[config.mk]
export PLATFORM = sky130hd
export DESIGN_NAME = i2c_init_sequencer
export DESIGN_NICKNAME = d
export VERILOG_FILES = /design/src/rtl/i2c_init_sequencer.sv
export SDC_FILE = /design/constraint.sdc
export NUM_CORES = 1
export LEC_CHECK = 0
export ABC_AREA = 1
export CAP_MARGIN = 10
export CORE_MARGIN = 8
export CORE_UTILIZATION = 40
export DETAILED_ROUTE_END_ITERATION = 8
export PLACE_DENSITY = 0.71
export SETUP_SLACK_MARGIN = 0.1
export SLEW_MARGIN = 20
export SYNTH_ARGS = -nofsm -noshare
export SYNTH_HDL_FRONTEND = slang
export SYNTH_SLANG_ARGS = --single-unit
[constraint.sdc]
create_clock -name clk -period 2.5 [get_ports clk]
set_clock_uncertainty 0.05 [all_clocks]
set_input_delay 0.75 -clock clk [delete_from_list [all_inputs] [get_ports clk]]
set_output_delay 0.75 -clock clk [all_outputs]
set_load 0.01 [all_outputs]
[src/rtl/i2c_init_sequencer.sv]
// Walks a parameter table of bytes, issuing one single-byte I2C write per entry.
// Optional watchdog on controller stalls: define I2C_SEQ_TIMEOUT_EN.
module i2c_init_sequencer #(
  parameter int                    NUM_WRITES     = 4,
  parameter logic [NUM_WRITES*8-1:0] TABLE        = 32'hA5_3C_81_07,
  parameter logic [6:0]            PERIPH_ADDR    = 7'h1A,
  parameter int                    GAP_CYCLES     = 8,
  parameter int                    TIMEOUT_CYCLES = 1024
) (
  input  logic       clk,
  input  logic       reset,
  input  logic       start,
  input  logic       ctrl_ready,
  output logic       ctrl_enable,
  output logic       ctrl_mode,
  output logic [6:0] ctrl_addr,
  output logic [7:0] ctrl_byte,
  output logic       busy,
  output logic       done,
  output logic       error,
  output logic [7:0] index
);

  typedef enum logic [2:0] {
    IDLE, REQUEST, ACTIVE, GAP, DONE, FAULT
  } state_t;

  localparam int            GW       = $clog2(GAP_CYCLES + 1);
  localparam logic [7:0]    LAST     = 8'(NUM_WRITES - 1);
  localparam logic [GW-1:0] GAP_LAST = GW'(GAP_CYCLES - 1);
  localparam logic [7:0]    ENTRY0   = TABLE[7:0];

  function automatic logic [7:0] entry(input logic [7:0] i);
    logic [NUM_WRITES*8-1:0] sh;
    sh = TABLE >> {i, 3'b000};
    return sh[7:0];
  endfunction

  state_t        state, state_d;
  logic [GW-1:0] gap_cnt, gap_cnt_d;
  logic          enable_d, busy_d, done_d, error_d;
  logic [7:0]    index_d, byte_d;
  logic          timeout;
  logic          gap_end;

  assign ctrl_mode = 1'b1;
  assign ctrl_addr = PERIPH_ADDR;
  assign gap_end   = (gap_cnt == GAP_LAST);

`ifdef I2C_SEQ_TIMEOUT_EN
  localparam int TW = $clog2(TIMEOUT_CYCLES + 1);
  logic [TW-1:0] wait_cnt;
  logic          waiting;

  assign waiting = (state == REQUEST) || (state == ACTIVE);
  assign timeout = waiting && (wait_cnt == TW'(TIMEOUT_CYCLES - 1));

  // Cleared on every state change so each wait state gets a fresh budget
  always_ff @(posedge clk or posedge reset) begin
    if (reset)
      wait_cnt <= '0;
    else if (state_d != state)
      wait_cnt <= '0;
    else if (waiting)
      wait_cnt <= wait_cnt + 1'b1;
  end
`else
  assign timeout = 1'b0;
`endif

  always_ff @(posedge clk or posedge reset) begin
    if (reset) begin
      state       <= IDLE;
      gap_cnt     <= '0;
      ctrl_enable <= 1'b0;
      ctrl_byte   <= ENTRY0;
      busy        <= 1'b0;
      done        <= 1'b0;
      error       <= 1'b0;
      index       <= '0;
    end else begin
      state       <= state_d;
      gap_cnt     <= gap_cnt_d;
      ctrl_enable <= enable_d;
      ctrl_byte   <= byte_d;
      busy        <= busy_d;
      done        <= done_d;
      error       <= error_d;
      index       <= index_d;
    end
  end

  always_comb begin
    state_d = state;
    unique case (state)
      IDLE, DONE, FAULT:
        if (start) state_d = REQUEST;
      REQUEST:
        if (!ctrl_ready)  state_d = ACTIVE;
        else if (timeout) state_d = FAULT;
      ACTIVE:
        if (ctrl_ready)   state_d = GAP;
        else if (timeout) state_d = FAULT;
      GAP:
        if (gap_end)
          state_d = (index == LAST) ? DONE : REQUEST;
      default:
        state_d = IDLE;
    endcase
  end

  always_comb begin
    enable_d  = ctrl_enable;
    busy_d    = busy;
    done_d    = done;
    error_d   = error;
    index_d   = index;
    byte_d    = ctrl_byte;
    gap_cnt_d = gap_cnt;
    unique case (state)
      IDLE, DONE, FAULT:
        if (start) begin
          enable_d = 1'b1;
          busy_d   = 1'b1;
          done_d   = 1'b0;
          error_d  = 1'b0;
          index_d  = '0;
          byte_d   = ENTRY0;
        end
      // Drop enable on the first low ready: one transaction per entry
      REQUEST:
        if (!ctrl_ready) begin
          enable_d = 1'b0;
        end else if (timeout) begin
          enable_d = 1'b0;
          busy_d   = 1'b0;
          error_d  = 1'b1;
        end
      ACTIVE:
        if (ctrl_ready) begin
          gap_cnt_d = '0;
        end else if (timeout) begin
          busy_d  = 1'b0;
          error_d = 1'b1;
        end
      GAP: begin
        gap_cnt_d = gap_cnt + 1'b1;
        if (gap_end) begin
          if (index == LAST) begin
            done_d = 1'b1;
            busy_d = 1'b0;
          end else begin
            index_d  = index + 8'd1;
            byte_d   = entry(index + 8'd1);
            enable_d = 1'b1;
          end
        end
      end
      default: ;
    endcase
  end

endmodule

==> results of run 1 <==
## routing by layer
| metal | part of all wire, % | vias up |
|---|---|---|
| met5 | 0 | - |
| li1 | - | 614 |
| met1 | 47 | 540 |
| met3 | 6.2 | 4 |
| met4 | 1.8 | 0 |
| met2 | 45 | 26 |
## synthesized netlist by cell type (3+ instances only)
master	count	area, um2
inv_1	18	67.6
o21ai_0	15	75.1
nand2_2	4	25.0
dfstp_2	3	78.8
nor2_2	3	18.8
nand2_1	49	184
nand3_1	8	40.0
nor2_1	17	63.8
nor2_4	4	45.0
buf_4	11	82.6
dfrtp_1	21	526
a21oi_1	6	30.0
inv_2	5	18.8
## worst max-delay path by stage
stage,from,end,slack [ns],cells past startpoint
2_1_floorplan,start,index[0],0.91,8
3_3_place_gp,start,index[2],0.36,7
3_5_place_dp,start,index[2],0.33,7
4_1_cts,index[0],index[0],0.20,1
5_1_grt,index[0],index[0],0.14,1
6_report,index[0],index[0],0.23,1
## sequential cells by signal (all words and copies together) (netlist names)
name         flops
index            8
ctrl_byte        6
gap_cnt          4
state            3
busy             1
ctrl_enable      1
done             1
## cell families after synthesis
kind of cell,after synthesis,share of synthesized area (%)
other cells,2,0.527
fa+ha+maj,2,1.75
compound gates,30,11.9
buf+inv,35,12.6
simple gates,91,30.2
xor+xnor,1,0.614
flops,24,42.4
## cells in the final DEF, fill, tap and decap left out, types with 2 or more instances in the layout
cell type,instances
inv_2,5
clkdlybuf4s50_1,21
nor2_2,3
nor2_1,17
a22o_1,2
dfrtp_1,21
nand4_1,2
nand3_1,8
conb_1,10
nor2_4,4
o21ai_0,15
dfstp_2,3
clkbuf_4,3
nand2_1,49
nand2_2,4
o211ai_1,2
inv_1,18
ha_1,2
a21oi_1,6
## area by class of cell
class,instances,area [um2]
Timing Repair Buffer,22,218
Fill cell,349,1720
Sequential cell,24,604
Clock buffer,4,36.3
Tap cell,46,57.6
Inverter,23,86.3
Multi-Input combinational cell,134,672
## power groups by stage
stage	registers (W)	logic [W]	clock network, W
2_1_floorplan	0.000676	0.000665	0
3_3_place_gp	0.000657	0.000965	0
3_5_place_dp	0.000657	0.000975	0
4_1_cts	0.000651	0.000981	0.000213
5_1_grt	0.000674	0.00111	0.000232
6_report	0.000650	0.000967	0.000203
## through the flow
stage	cells	worst slack [ns]	total power, W	util, %	cell area, um2
6_report	253	0.226	0.00182	49.4	1670
5_1_grt	253	0.137	0.00202	49.4	1670
4_1_cts	253	0.202	0.00184	49.4	1670
3_5_place_dp	249	0.325	0.00163	48.3	1640
3_3_place_gp	249	0.355	0.00162	48.3	1640
2_1_floorplan	193	0.906	0.00134	-	1460
==> results_dict.tcl, run 1 <==
set metrics [dict create \
    p_per_area_nw_per_um2 1090 \
    irDropWorstVdd_mv 0.411 \
    antenna_found_initial 0 \
    grt_overflow_total 0 \
    grt_pass1_vias 1197 \
    postSynthCellCount 185 \
    yosysSeqAreaShare_pct 42.4 \
    yosys.cell_types.count 29 \
    whs_path_depth 2 \
    status "finished clean" \
    met2_usage_pct 18.7 \
    drv_cap 0 \
    tns_ns 0 \
    wire_per_inst_um 11.4 \
    tritoncts "built" \
    routed_via_density 4.68 \
    slowest_stage "clkdlybuf4s50_1" \
    fin_crit_ns 2.27 \
    clk_pin_slew_ns 0.13 \
    use_met3_pct 2.63 \
    cp_top_family "buffers and inverters" \
    setup_viol 0 \
    r2r_start "index[0]" \
    hpwlAfterDp_um 2210 \
    post-route-period-util_pct 90.9 \
    synth_warnings 0 \
    combPwrFrac_pct 53.1 \
    async_flop_share_pct 100 \
    critPathMaxStageDelay_ns 0.61 \
    r2r_slack_ns 0.73 \
    track_usage_pct 11.7 \
    initial_core_util_pct 42.1 \
    area_growth_pct 17.4 \
    die_h_um 75.7 \
    seq_power_share_pct 35.7 \
    cp_data_required_time_ns 1.70 \
    grt_start_max_net_pins 25 \
    synth_edf_count 0 \
    p_clk_share_pct 11.2 \
    hp-class "reg -> reg" \
    drt_iter0_drc 103 \
    critPathBufInv 1 \
    pin_count 32 \
    r2r_end "ctrl_byte[0]" \
    crit_chain "clkdlybuf4s50_1" \
    portBuffers 21 \
    diodes 0 \
    chipWidth_um 75.7 \
    cts_sinks 24 \
    antenna_left 0 \
    top_usage_layer "met2" \
    postCtsHoldBufs 0 \
    core_um2 3390 \
    p_leak_nw 0.816 \
    hp-start "ctrl_byte[7]" \
    max_freq_ghz 0.440 \
    p_int_w 0.00101 \
    dieArea_um2 5730 \
    layout-drive-gt1-share_pct 12.6 \
    cts_resized 0 \
    ctsLongestPathBuffers 2 \
    rows 21 \
    clock_latency_ns 0.31 \
    grt_use_met1_pct 14.0 \
    place.gp.congestion 0.884 \
    nets 214 \
    arrival_ns 1.47 \
    syn-cell-area_um2 1430 \
    ys_ff_latch 24 \
    holdWs_ns 0.454 \
    dr.pass1.iters 4 \
    drc 0 \
    synth_ff_type "dfrtp_1" \
    path_class "reg -> out" \
    htreeDepth 1 \
    finalHoldViolations 0 \
    rsz0062_at_grt "false" \
    reg2regPathDepth 10 \
    end_kind "primary output" \
    swShare_pct 44.4 \
    grt_pass1_wl_um 5180 \
    critPathLaunchType "flip-flop" \
    routed_wirelength_um 2890 \
    postCtsSetupRepairBufs 0 \
    numCtsBuffers 3 \
    hold_end "ctrl_byte[7]" \
    avgSynthCellArea_um2 7.71 \
    num_vias 1184 \
    cp_max_fo 9 \
    p_sw_w 0.000808 \
    clock_tree.root_cell "clkbuf_4" \
    finalMaxSlewViolations 0 \
]
Power figures use the tool's default switching activity.
==> run 2, diff against run 1 <==
Settings changed: SETUP_SLACK_MARGIN 0.1 to 0.2.
==> run 2 against run 1 <==
  * Cell count unchanged
  * Flip-flop and latch count is the same
  * Routed wire length is the same
  * First-iteration DRC count unchanged
  * Sequential share of layout area up 0.095 points
  * Worst hold slack about the same
  * Cell area grew 0.15%
  * Combinational power hardly changed
  * Die area is the same
  * Critical endpoint is now ctrl_byte[1]
  * Largest cell class unchanged
==> results_dict.tcl, run 2 (synthesis gave the netlist of run 1 again) <==
set metrics [dict create \
    dieArea_um2 5730 \
    arrival_ns 1.41 \
    tns_ns 0 \
    p_leak_nw 0.813 \
    cts_resized 0 \
    layout_common_cells "nand2_1, clkdlybuf4s50_1, dfrtp_1, inv_1, nor2_1" \
    antenna_found_initial 0 \
    clk_pin_slew_ns 0.13 \
    hpwlAfterDp_um 2210 \
    diodes 0 \
    drt_iter0_drc 103 \
    grt_pass1_wl_um 5180 \
    final_common_cell "nand2_1" \
    postCtsSetupRepairBufs 0 \
    largest_reg_flops 8 \
    cp_max_fo 2 \
    place.gp.congestion 0.884 \
    core_um2 3390 \
    track_usage_pct 11.7 \
    rsz0062_at_grt "false" \
    finalHoldViolations 0 \
    clock_latency_ns 0.31 \
    fin_crit_ns 2.21 \
    num_vias 1184 \
    dr.pass1.iters 4 \
    cts_sinks 24 \
    slowest_stage "dfstp_2" \
    irDropWorstVdd_mv 0.411 \
    htreeDepth 1 \
    antenna_left 0 \
    die_h_um 75.7 \
    hp-class "reg -> reg" \
    critPathMaxStageDelay_ns 0.56 \
    pre_cts_ws_ns 0.325 \
    cp_top_family "flip-flops" \
    area_growth_pct 17.5 \
    layout-drive-gt1-share_pct 13.5 \
    numCtsBuffers 3 \
    status "finished clean" \
    cp_data_required_time_ns 1.70 \
    fin_util_pct 49.5 \
    drv_cap 0 \
    holdWs_ns 0.454 \
    regMostFlops "index" \
    grt_pass1_vias 1197 \
    path_class "reg -> out" \
    pin_count 32 \
    postCtsHoldBufs 0 \
    finalMaxSlewViolations 0 \
    tritoncts "built" \
    critPathBufInv 1 \
    max_freq_ghz 0.453 \
    end_kind "primary output" \
    p_per_area_nw_per_um2 1090 \
    initial_core_util_pct 42.1 \
    grt_start_max_net_pins 25 \
    setup_viol 0 \
    critPathLaunchType "flip-flop" \
    reg_top3 "index (8), ctrl_byte (6), gap_cnt (4)" \
    grt_overflow_total 0 \
    routed_wirelength_um 2890 \
    ctsLongestPathBuffers 2 \
    nets 214 \
    routed_via_density 4.68 \
    crit_chain "clkdlybuf4s50_1" \
    rows 21 \
    chipWidth_um 75.7 \
    wire_per_inst_um 11.4 \
    portBuffers 21 \
    fin_ws_ns 0.294 \
    post-route-period-util_pct 88.2 \
    drc 0 \
    clock_tree.root_cell "clkbuf_4" \
    total_power_w 0.00182 \
]
-- run 2: cell types whose count changed in the layout (fill, tap and decap cells not counted) --
cell     previous run  this run
dfrtp_2             0         2
dfrtp_1            21        19
-- run 2: path summary, 6_finish.rpt --
check / startpoint / end / slack (ns) / cells past startpoint
setup / recovery: ctrl_byte[1] / ctrl_byte[1] / 0.29 / 1
setup reg to reg: index[0] / ctrl_byte[0] / 0.78 / 10
min in group asynchronous: reset / index[2] / 0.72 / 3
max in group asynchronous: reset / ctrl_byte[1] / 1.39 / 3
hold / removal: ctrl_byte[7] / ctrl_byte[7] / 0.45 / 2
hold reg to reg: ctrl_byte[7] / ctrl_byte[7] / 0.45 / 2
-- run 2: cell type report --
cell class | instances | area [um2]
Clock buffer | 4 | 36.3
Fill cell | 349 | 1710
Inverter | 23 | 86.3
Multi-Input combinational cell | 134 | 672
Sequential cell | 24 | 607
Tap cell | 46 | 57.6
Timing Repair Buffer | 22 | 218
-- run 2: where the power goes --
part	total, W	internal (W)	switching [W]
logic	0.000967	0.000391	0.000576
registers	0.000651	0.000533	0.000118
clock network	0.000203	0.0000889	0.000115
total	0.00182	0.00101	0.000808
-- run 2: metal layers --
metal / vias to the layer above / track usage (%) / share of wire (%)
met3: 4 / 2.63 / 6.2
met1: 540 / 14.0 / 47
li1: 614 / - / -
met4: 0 / 6.82 / 1.8
met5: - / 0 / 0
met2: 26 / 18.7 / 45
-- run 2: stage by stage --
| step | area [um2] | instances |
|---|---|---|
| 3_5_place_dp | 1640 | 249 |
| 5_1_grt | 1680 | 253 |
| 2_1_floorplan | 1460 | 193 |
| 4_1_cts | 1670 | 253 |
| 6_report | 1680 | 253 |
| 3_3_place_gp | 1640 | 249 |
